==> src/rtl/nibble_serial_adder_pkg.sv <==
// Shared constants for the nibble-serial adder: digit width and FSM state encoding.
package nibble_serial_adder_pkg;

    localparam int NIB_W = 4;

    typedef enum logic [1:0] {
        IDLE = 2'd0,
        ADD  = 2'd1,
        DONE = 2'd2
    } state_e;

endpackage

==> src/rtl/nibble_serial_adder_rca.sv <==
// Existing 4-bit ripple-carry adder, reused as the single time-shared digit adder.
module rippleCarryAdder (
    input  logic [3:0] a,
    input  logic [3:0] b,
    input  logic       cin,
    output logic [3:0] sum,
    output logic       c4
);

    logic [4:0] c;

    assign c[0] = cin;

    for (genvar i = 0; i < 4; i++) begin : g_fa
        assign sum[i]   = a[i] ^ b[i] ^ c[i];
        assign c[i + 1] = (a[i] & b[i]) | (c[i] & (a[i] ^ b[i]));
    end

    assign c4 = c[4];

endmodule

==> src/rtl/nibble_serial_adder.sv <==
// Wide adder built from one 4-bit ripple-carry adder, processing one nibble per clock
// (LS nibble first) with the inter-nibble carry held in a register.
module nibble_serial_adder
    import nibble_serial_adder_pkg::*;
#(
    parameter int NIBBLES = 4
) (
    input  logic                     clk,
    input  logic                     rst_n,
    input  logic                     in_valid,
    output logic                     in_ready,
    input  logic [NIB_W*NIBBLES-1:0] a,
    input  logic [NIB_W*NIBBLES-1:0] b,
    input  logic                     cin,
    output logic                     out_valid,
    input  logic                     out_ready,
    output logic [NIB_W*NIBBLES-1:0] sum,
    output logic                     cout,
    output logic                     busy
);

    localparam int W     = NIB_W * NIBBLES;
    localparam int IDX_W = (NIBBLES > 1) ? $clog2(NIBBLES) : 1;
    localparam logic [IDX_W-1:0] IDX_LAST = IDX_W'(NIBBLES - 1);

    state_e           state_q, state_d;
    logic [W-1:0]     a_q, a_d;
    logic [W-1:0]     b_q, b_d;
    logic [W-1:0]     sum_q, sum_d;
    logic             carry_q, carry_d;
    logic             cout_q, cout_d;
    logic [IDX_W-1:0] idx_q, idx_d;

    logic [NIB_W-1:0] rca_a, rca_b, rca_sum;
    logic             rca_c4;

    // Select the current digit of each latched operand for the shared adder.
    always_comb begin
        rca_a = a_q[int'(idx_q) * NIB_W +: NIB_W];
        rca_b = b_q[int'(idx_q) * NIB_W +: NIB_W];
    end

    rippleCarryAdder u_rca (
        .a   (rca_a),
        .b   (rca_b),
        .cin (carry_q),
        .sum (rca_sum),
        .c4  (rca_c4)
    );

    // Next-state logic: accept operands, step through digits, hold result until taken.
    always_comb begin
        state_d = state_q;
        a_d     = a_q;
        b_d     = b_q;
        sum_d   = sum_q;
        carry_d = carry_q;
        cout_d  = cout_q;
        idx_d   = idx_q;
        case (state_q)
            IDLE: begin
                if (in_valid) begin
                    a_d     = a;
                    b_d     = b;
                    carry_d = cin;
                    idx_d   = '0;
                    state_d = ADD;
                end
            end
            ADD: begin
                sum_d[int'(idx_q) * NIB_W +: NIB_W] = rca_sum;
                carry_d = rca_c4;
                if (idx_q == IDX_LAST) begin
                    cout_d  = rca_c4;
                    idx_d   = '0;
                    state_d = DONE;
                end else begin
                    idx_d = idx_q + 1'b1;
                end
            end
            DONE: begin
                if (out_ready) begin
                    state_d = IDLE;
                end
            end
            default: state_d = IDLE;
        endcase
    end

    // State and datapath registers; reset clears everything asynchronously.
    always_ff @(posedge clk or negedge rst_n) begin
        if (!rst_n) begin
            state_q <= IDLE;
            a_q     <= '0;
            b_q     <= '0;
            sum_q   <= '0;
            carry_q <= 1'b0;
            cout_q  <= 1'b0;
            idx_q   <= '0;
        end else begin
            state_q <= state_d;
            a_q     <= a_d;
            b_q     <= b_d;
            sum_q   <= sum_d;
            carry_q <= carry_d;
            cout_q  <= cout_d;
            idx_q   <= idx_d;
        end
    end

    // Handshake and status outputs decode the state register only.
    always_comb begin
        in_ready  = (state_q == IDLE);
        out_valid = (state_q == DONE);
        busy      = (state_q != IDLE);
        sum       = sum_q;
        cout      = cout_q;
    end

endmodule

==> config.mk <==
export PLATFORM = sky130hd
export DESIGN_NAME = nibble_serial_adder
export DESIGN_NICKNAME = d
export VERILOG_FILES = /design/src/rtl/nibble_serial_adder_pkg.sv /design/src/rtl/nibble_serial_adder_rca.sv /design/src/rtl/nibble_serial_adder.sv
export SDC_FILE = /design/constraint.sdc
export NUM_CORES = 1
export LEC_CHECK = 0
export BUFFER_PORTS_ARGS = -buffer_cell sky130_fd_sc_hd__clkbuf_2
export CAP_MARGIN = 25
export CELL_PAD_IN_SITES_DETAIL_PLACEMENT = 1
export CELL_PAD_IN_SITES_GLOBAL_PLACEMENT = 1
export CORE_UTILIZATION = 40
export CTS_CLUSTER_DIAMETER = 40
export CTS_CLUSTER_SIZE = 28
export DETAILED_ROUTE_END_ITERATION = 12
export GPL_TIMING_DRIVEN = 0
export PLACE_DENSITY = 0.78
export SYNTH_ARGS = -nofsm -noshare
export SYNTH_HDL_FRONTEND = slang
export SYNTH_SLANG_ARGS = --single-unit
==> constraint.sdc <==
create_clock -name clk -period 3.1 [get_ports clk]
set_input_delay 0.775 -clock clk [delete_from_list [all_inputs] [get_ports clk]]
set_output_delay 0.775 -clock clk [all_outputs]
set_load 0.05 [all_outputs]
## After elaboration in Yosys (flattened, before gate mapping)

Cells that the tools add are included.

| storage, ports and cells | value |
|---|---|
| bits in writable memories | 0 |
| bits in registers | 54 |
| input port bits | 37 |
| latch bits | 0 |
| memories | 0 |
| bits in read-only memories | 0 |

| cells by class | value |
|---|---|
| $mul | 0 |
| divide/modulo/power cells | 0 |
| equal/unequal tests | 6 |
| $lt $le $gt $ge | 0 |
| shifts and indexed selects | 4 |
| add/subtract/negate cells | 2 |
| reduce and logical (&&, ||, !) cells | 7 |
| bitwise logic cells | 20 |
| muxes and demuxes | 10 |

Operator list:

| operator | count |
|---|---|
| $neg A4 Y33 | 1 |
| $shift A4 B33 Y16 const A | 1 |
| $shiftx A4 B33 Y16 | 1 |
| $shiftx A16 B5 Y4 | 2 |
| $bwmux W16 | 1 |
| $mux W2 | 5 |
| $and A1 B1 Y1 | 8 |
| $xor A1 B1 Y1 | 8 |
| $pmux W2 S3 | 1 |
| $reduce_and A2 Y1 | 3 |
| $eq A2 B2 Y1 const B | 2 |
| $ne A2 B2 Y1 const B | 2 |
| $or A1 B1 Y1 | 4 |
| $pmux W2 S2 | 1 |
| $reduce_bool A2 Y1 | 2 |
| $reduce_and A3 Y1 | 1 |
| $add A2 B1 Y2 const B | 1 |
| $eq A2 B1 Y1 const B | 1 |
| $logic_not A2 Y1 | 1 |
| $ne A2 B1 Y1 const B | 1 |
| $pmux W1 S2 | 1 |
| $mux W1 | 1 |

## Longest topological paths before layout

Gate-level depths: netlist of the first run.

| depth | value |
|---|---|
| word-level depth | 11 |
| gate-level depth with buffers | 13 |

## Cells and area by module

A second synthesis of the first run with hierarchy kept.

| second synthesis, totals | value |
|---|---|
| cells, all modules | 185 |
| area total of the unflattened synthesis | 2,671.3 sq um |

By module, submodules not included:

| module | cells each | instances | area an instance (sq um) |
|---|---|---|---|
| nibble_serial_adder | 171 | 1 | 2,553.7 |
| rippleCarryAdder | 14 | 1 | 117.6 |

## Least setup slack after synthesis of the first run

Ideal clock, no wire load.

| timing path | value |
|---|---|
| path kind | flip-flop to flip-flop |
| start | register idx_q[0] |
| end | register sum_q[11] (netlist: sum[11]) |
| arrival time | 2,968 ps |
| setup time | 125 ps |
| period minus slack after synthesis | 3,092 ps |
| data required time | 2,975 ps |
| cell stages (with the launch flop) | 14 |
| path slack | 8 ps |
| cells stage by stage | dfrtp_1 > buf_6 > buf_8 > mux4_2 > inv_1 > fa_1 > inv_1 > fa_1 > inv_1 > fa_1 > inv_1 > fa_1 > and4bb_2 > mux2_2 |

| between the ends | value |
|---|---|
| cells in the longest elaborated chain, start to end | 11 |
| elaborated cells on any way between the ends | 23 |
| classes of those cells | add/sub (1); shift (4); mux (1); bitwise (17) |

RTL lines:

| item | line | source |
|---|---|---|
| start, declared | nibble_serial_adder.sv:32 | `logic [IDX_W-1:0] idx_q, idx_d;` |
| start signal, assigned | nibble_serial_adder.sv:107 | `idx_q <= idx_d;` |
| $shiftx A16 B5 Y4 (on tied branches) | nibble_serial_adder.sv:39, nibble_serial_adder.sv:40 |  |
| $xor A1 B1 Y1 | nibble_serial_adder_rca.sv:15, nibble_serial_adder_rca.sv:16 |  |
| $and A1 B1 Y1 | nibble_serial_adder_rca.sv:16 | `assign c[i + 1] = (a[i] & b[i]) \| (c[i] & (a[i] ^ b[i]));` |
| $or A1 B1 Y1 | nibble_serial_adder_rca.sv:16 |  |
| $and A1 B1 Y1 | nibble_serial_adder_rca.sv:16 |  |
| $or A1 B1 Y1 | nibble_serial_adder_rca.sv:16 |  |
| $and A1 B1 Y1 | nibble_serial_adder_rca.sv:16 |  |
| $or A1 B1 Y1 | nibble_serial_adder_rca.sv:16 |  |
| $xor A1 B1 Y1 | nibble_serial_adder_rca.sv:15 | `assign sum[i] = a[i] ^ b[i] ^ c[i];` |
| $shiftx A4 B33 Y16 | nibble_serial_adder.sv:71 | `sum_d[int'(idx_q) * NIB_W +: NIB_W] = rca_sum;` |
| $bwmux W16 (*) | nibble_serial_adder.sv:71 |  |
| end signal, assigned | nibble_serial_adder.sv:104 | `sum_q <= sum_d;` |
| end, declared | nibble_serial_adder.sv:29 | `logic [W-1:0] sum_q, sum_d;` |

Mark *: on every way between the ends. The rest lies on a longest branch, timed or not.
A chain may end at the register's enable or synchronous reset.

## Worst setup path in the final report of the first run

Same ends and word-level chain as after synthesis.

==> results of run 1 <==
[metal layers]
layer / up-vias / global-route usage / wire (um)
met5: - / 0 / 0
met2: 48 / 0.336 / 3240
met4: 0 / 0.0408 / 49
li1: 791 / - / -
met1: 911 / 0.233 / 2560
met3: 6 / 0.0354 / 249
[timing repair]
action | CTS | global route
setup endpoints to repair | 10 | 4
buffers inserted | 5 | 1
pin swaps | 3 | 4
gates resized for setup | 15 | 1
[area by class of cell]
type / count / area [um^2]
fill: 689 / 3170
sequential: 54 / 1350
multi-input combinational: 102 / 1210
timing repair buffer: 63 / 345
buffer: 11 / 100
tap: 77 / 96.3
clock buffer: 6 / 82.6
clock inverter: 2 / 60.1
inverter: 13 / 48.8
[worst max-delay path: cells and delay by family (launching register included)]
family        cells  cell delay [ns]
fa+ha+maj         4             1.34
buf+inv           5             0.36
flops             1             0.48
mux               2             0.59
simple gates      1             0.26
[worst paths after layout]
check                          end      from  slack (ns)  cells after the start
max                        sum[11]  idx_q[0]       -0.05                     12
min                         sum[1]     rst_n        0.43                      1
max reg2reg                sum[11]  idx_q[0]       -0.05                     12
min reg2reg                sum[15]   sum[15]        0.50                      1
max in group asynchronous  b_q[11]     rst_n        2.11                      2
min in group clk           sum[15]   sum[15]        0.50                      1
[stage by stage]
step | hold slack, ns | utilization | setup WS, ns | TNS (ns) | area, um^2
4_1_cts | 0.440 | 0.510 | -0.108 | -0.194 | 3300
2_1_floorplan | 0.449 | - | 0.00751 | 0 | 2710
3_3_place_gp | 0.459 | 0.478 | -0.355 | -1.01 | 3080
6_report | 0.425 | 0.510 | -0.0489 | -0.0581 | 3290
5_1_grt | 0.463 | 0.510 | -0.138 | -0.298 | 3290
3_5_place_dp | 0.481 | 0.481 | -0.487 | -1.69 | 3100
[logic make-up (layout without fill, tap and decap cells)]
kind of cell / after synthesis / after routing
flip-flops: 54 / 54
multiplexers: 51 / 51
AND/OR/NAND/NOR: 29 / 29
buffers and inverters: 25 / 95
AO/OA/AOI/OAI: 12 / 12
adder cells (fa/ha/maj): 10 / 10
[cells in the final DEF (no fill, tap or decap), drive strengths merged, types with 3 or more instances in the layout]
master	n
ha	6
mux4	8
nor4b	4
nand3b	3
nor2b	4
dfrtp	54
and4bb	3
buf	17
clkbuf	63
mux2	43
fa	4
a32o	6
inv	13
[sequential cells by signal, summed over array words and instances, names as in the netlist]
name and cells:
a_q 16, b_q 16, carry_q 1, cout 1, idx_q 2, state_q 2
sum 16
==> summary.md, run 1 <==
| Metric | Value |
|---|---|
| Status | finished, violations left |
| Failing checks | design-rule violations, negative setup slack |
| Asr flop ratio synth | 1.00 |
| Clock Latency Late Sink | 0.31 ns |
| Final period util | 1.02 |
| Final std cells w/o fill | between 300 and 400 |
| Slowest stage delay, CP | 0.48 ns |
| Final hold vios | 0 |
| Total grt overflow | 0 |
| Area grow syn2layout | 21.6% |
| Slowest CP cell | dfrtp_2 |
| Avg Vias per Cell | about 5.4 |
| Die width | between 80 and 90 um |
| I/O pin cnt | 57 |
| Mapped Area | roughly 2700 um^2 |
| Top cell type's share of synthesized area | 0.499 |
| Post-Synth Adder-Cell Area | 0.0573 |
| Max frequency | between 300 and 400 MHz |
| DRC | 2 |
| Post-Syn Nets | 228 |
| Top cells by area, synth | dfrtp_1 (50%), mux2_2 (17%), mux4_1 (5.8%) |
| MaxCap Viol Count | 0 |
| Final HPWL DP | 4.36 mm |
| Layout cells sized above 1 | 0.570 |
| Worst path cell trace | buf_8 -> mux4_2 -> inv_2 -> fa_2 -> inv_2 -> fa_2 -> inv_2 -> fa_2 -> inv_2 -> fa_2 -> and4bb_2 -> mux2_4 |
| Library cells used by synthesis | 33 |
| # clock sinks | 54 |
| Worst hold path type | in2async |
| Vias in the first global route | approximately 2000 |
| Post-Syn Instances | 181 |
| Final worst path period need | 3.15 ns |
| Synth Area in Simple Gates | 0.0933 |
| GRT Overall Usage | 0.187 |
| CTS max path bufs | 2 |
| Via count | around 1800 |
| Slew HR | 0.651 |
| CP Max Fanout | 5 |
| Wirelength, routed | approximately 6 mm |
| Synth top cells by count | dfrtp_1 (54), mux2_2 (42), inv_1 (13) |
| Ys flop type | dfrtp_1 |
| Initial DRC count | 58 |
| Die ar. | just over 7000 um^2 |
| Ant diodes | 0 |
| Worst-path clk slew | ~0.10 ns |
| Crit start category | flop |
| Worst Setup End Kind | flop |
| Worst EP arrival | roughly 3.4 ns |
| TritonCTS clock tree | yes |
| Final Skew | around 0.007 ns |
| Post-synth EDFFs | 0 |
| Placer Congestion | 0.729 |
| Final setup margin | -0.0489 ns |
| Post-CTS Hold Buffers | 0 |
| Num CTS Buffers | 5 |
| Complex-gate fraction of the synthesized area | 0.0388 |
| Final Slew Violations | 0 |
| Starting Density | 0.419 |
| Critical path type | reg2reg |
| Nets | ~300 |
| Post-synthesis mux area share | 0.254 |
| H-tree depth reported by CTS | 2 |
| First-pass GRT wire length | 10.1 mm |
| Final ANT Viol Nets | 0 |
| Synth warnings | 0 |
| Leading area contributor after synthesis | dfrtp_1 |
| Height of the die | 84.3 um |
| Wire per inst | ~19 um |
| Sequential element share of the synthesized area | 0.499 |
| Core Rows | 29 |
| Slew @ Worst Pin | 0.524 ns |
| 1st-pass router iterations | 8 |
| Initial antenna violation count | 0 |
| Port Buffers | 56 |
| Final setup viols | 2 |
| Most common cell in the netlist | dfrtp_1 |
| Root Driver | clkbuf_8 |
| Worst Path Required | roughly 3.3 ns |
| Yosys reg bits | 54 |
| Area share of xor/xnor cells in the synthesized design | 0 |
| RSZ-0062 raised after global routing | true |
| Core area | roughly 6500 um^2 |
| Cells after DPL | approximately 320 |
| Mapped Avg Cell Area | roughly 15 um^2 |
| Largest net degree at the start of global routing | 37 |
| Largest family of logic cells by synthesized area | multiplexers |
Power of run 1 is left out: the tool's default activity adds up to more than one toggle a clock period on the data nets, which glitch-free logic cannot reach.
==> inputs of run 2 (changes only) <==
- ABC_CLOCK_PERIOD_IN_PS: unset -> 3780
- CORE_UTILIZATION: 40 -> 48
- PLACE_DENSITY: 0.78 -> 0.88
- clock period: 3.1 -> 3.78 ns (I/O delays scaled with it)
==> summary.md, run 2 (synthesis results as in run 1) <==
| Metric | Value |
|---|---|
| Slew HR | 0.601 |
| # clock sinks | 54 |
| Die ar. | slightly below 6000 um^2 |
| Avg Vias per Cell | around 5.7 |
| Status | completed |
| Root Driver | clkbuf_8 |
| Critical path type | reg2reg |
| Starting Density | 0.514 |
| Slowest CP cell | fa_1 |
| Final ANT Viol Nets | 0 |
| Nets | about 300 |
| Top delay family on crit path | adder cells |
| Layout cells sized above 1 | 0.504 |
| Via count | around 1800 |
| Setup TNS | 0 ns |
| TritonCTS clock tree | yes |
| Worst-path clk slew | about 0.09 ns |
| H-tree depth reported by CTS | 2 |
| Final worst path period need | between 3 and 4 ns |
| Post-CTS Hold Buffers | 0 |
| Total grt overflow | 0 |
| Wire per inst | about 20 um |
| Slew @ Worst Pin | roughly 0.6 ns |
| Worst Path Required | between 3 and 4 ns |
| MaxCap Viol Count | 0 |
| Height of the die | between 70 and 80 um |
| Pwr dens | around 1000 nW/um^2 |
| Final HPWL DP | 4.74 mm |
| Worst Setup End Kind | flop |
| CP Max Fanout | 10 |
| Max Used Layer | met4 |
| CP bufs+invs | 5 |
| Slowest stage delay, CP | slightly above 0.5 ns |
| Core area | approximately 5300 um^2 |
| Final Slew Violations | 0 |
| Worst path cell trace | clkbuf_1 -> mux4_2 -> inv_1 -> fa_1 -> inv_1 -> fa_1 -> inv_1 -> fa_1 -> inv_1 -> fa_1 -> and4bb_2 -> mux2_2 |
| Met1 WL | ~2.5 mm |
| Commonest non-fill, non-tap cell in the layout | clkbuf_2 |
| Hold_ws | 0.497 ns |
| Most frequent cells in the layout | clkbuf_2 (56), dfrtp_1 (54), mux2_2 (42), inv_1 (13) |
| Gates resized, CTS repair | 0 |
| Num CTS Buffers | 5 |
| Final Skew | between 0.005 and 0.006 ns |
| Worst hold path type | reg2reg |
| Max VDD drop | around 0.00040 V |
| Fillers | about 560 |
| CTS max path bufs | 2 |
| I/O pin cnt | 57 |
| Ant diodes | 0 |
| DR WL met2 | about 3.6 mm |
| Core Rows | 26 |
| Crit start category | flop |
| First-pass GRT wire length | roughly 11 mm |
| Largest net degree at the start of global routing | 34 |
| Vias in the first global route | about 2000 |
| Area grow syn2layout | 18.4% |
| Worst EP arrival | about 3.8 ns |
| Wirelength, routed | around 6.5 mm |
| Post-CTS setup buffers | 0 |
| Initial antenna violation count | 0 |
| Final period util | 0.940 |
| Storage cell area | about 1400 um^2 |
| 1st-pass router iterations | 4 |
| Met3 Wirelength | between 200 and 300 um |
| DRC | 0 |
| Multi-input logic area | around 1200 um^2 |
| Clock Latency Late Sink | 0.31 ns |
| Max frequency | 281 MHz |
| Final hold vios | 0 |
| RSZ-0062 raised after global routing | false |
| Final setup viols | 0 |
| Leakage | about 1.5 nW |
| Initial DRC count | 79 |
| GRT Overall Usage | 0.243 |
| Placer Congestion | around 0.73 |
| Port Buffers | between 50 and 60 |
| Die width | ~77 um |
==> run 2: final timing paths <==
kind	endpoint	startpoint	cells past startpoint	slack, ns
setup reg to reg	sum[11]	idx_q[1]	12	0.23
setup / recovery	sum[11]	idx_q[1]	12	0.23
min in group asynchronous	state_q[0]	rst_n	1	0.62
max in group asynchronous	b_q[13]	rst_n	2	2.58
hold / removal	sum[13]	sum[13]	1	0.50
hold reg to reg	sum[13]	sum[13]	1	0.50
==> run 2: metal layers <==
| layer | vias up | GRT usage |
|---|---|---|
| li1 | 790 | - |
| met1 | 943 | 0.279 |
| met2 | 44 | 0.450 |
| met3 | 12 | 0.0548 |
| met4 | 0 | 0.0717 |
| met5 | - | 0 |
==> run 2: layout make-up <==
type / count / area share
plain buffers: 12 / 0.0336
clock buffers: 6 / 0.0226
clock inverters: 2 / 0.0117
inverters: 13 / 0.0152
multi-input cells: 102 / 0.374
flip-flops and latches: 54 / 0.422
well taps: 70 / 0.0273
repair buffers: 57 / 0.0937
==> run 2: power by group <==
part | leakage, nW | switching (mW) | internal (mW) | total (mW)
combinational | 0.811 | 1.11 | 0.853 | 1.97
sequential | 0.668 | 0.165 | 0.846 | 1.01
clock | 0.0514 | 0.191 | 0.198 | 0.389
total | 1.53 | 1.47 | 1.90 | 3.37
==> run 2: through the flow <==
step | total power, mW | area (um^2) | utilization | setup slack (ns) | std cells
finish | 3.37 | 3210 | 0.608 | 0.225 | 316
global placement | 2.86 | 3080 | 0.584 | 0.345 | 307
floorplan | 2.40 | 2710 | - | 0.688 | 181
detailed placement | 2.98 | 3100 | 0.587 | 0.259 | 308
global route | 3.59 | 3210 | 0.608 | 0.0183 | 316
CTS | 3.40 | 3210 | 0.608 | 0.199 | 316
No activity file was read; power rests on OpenSTA's default activity.
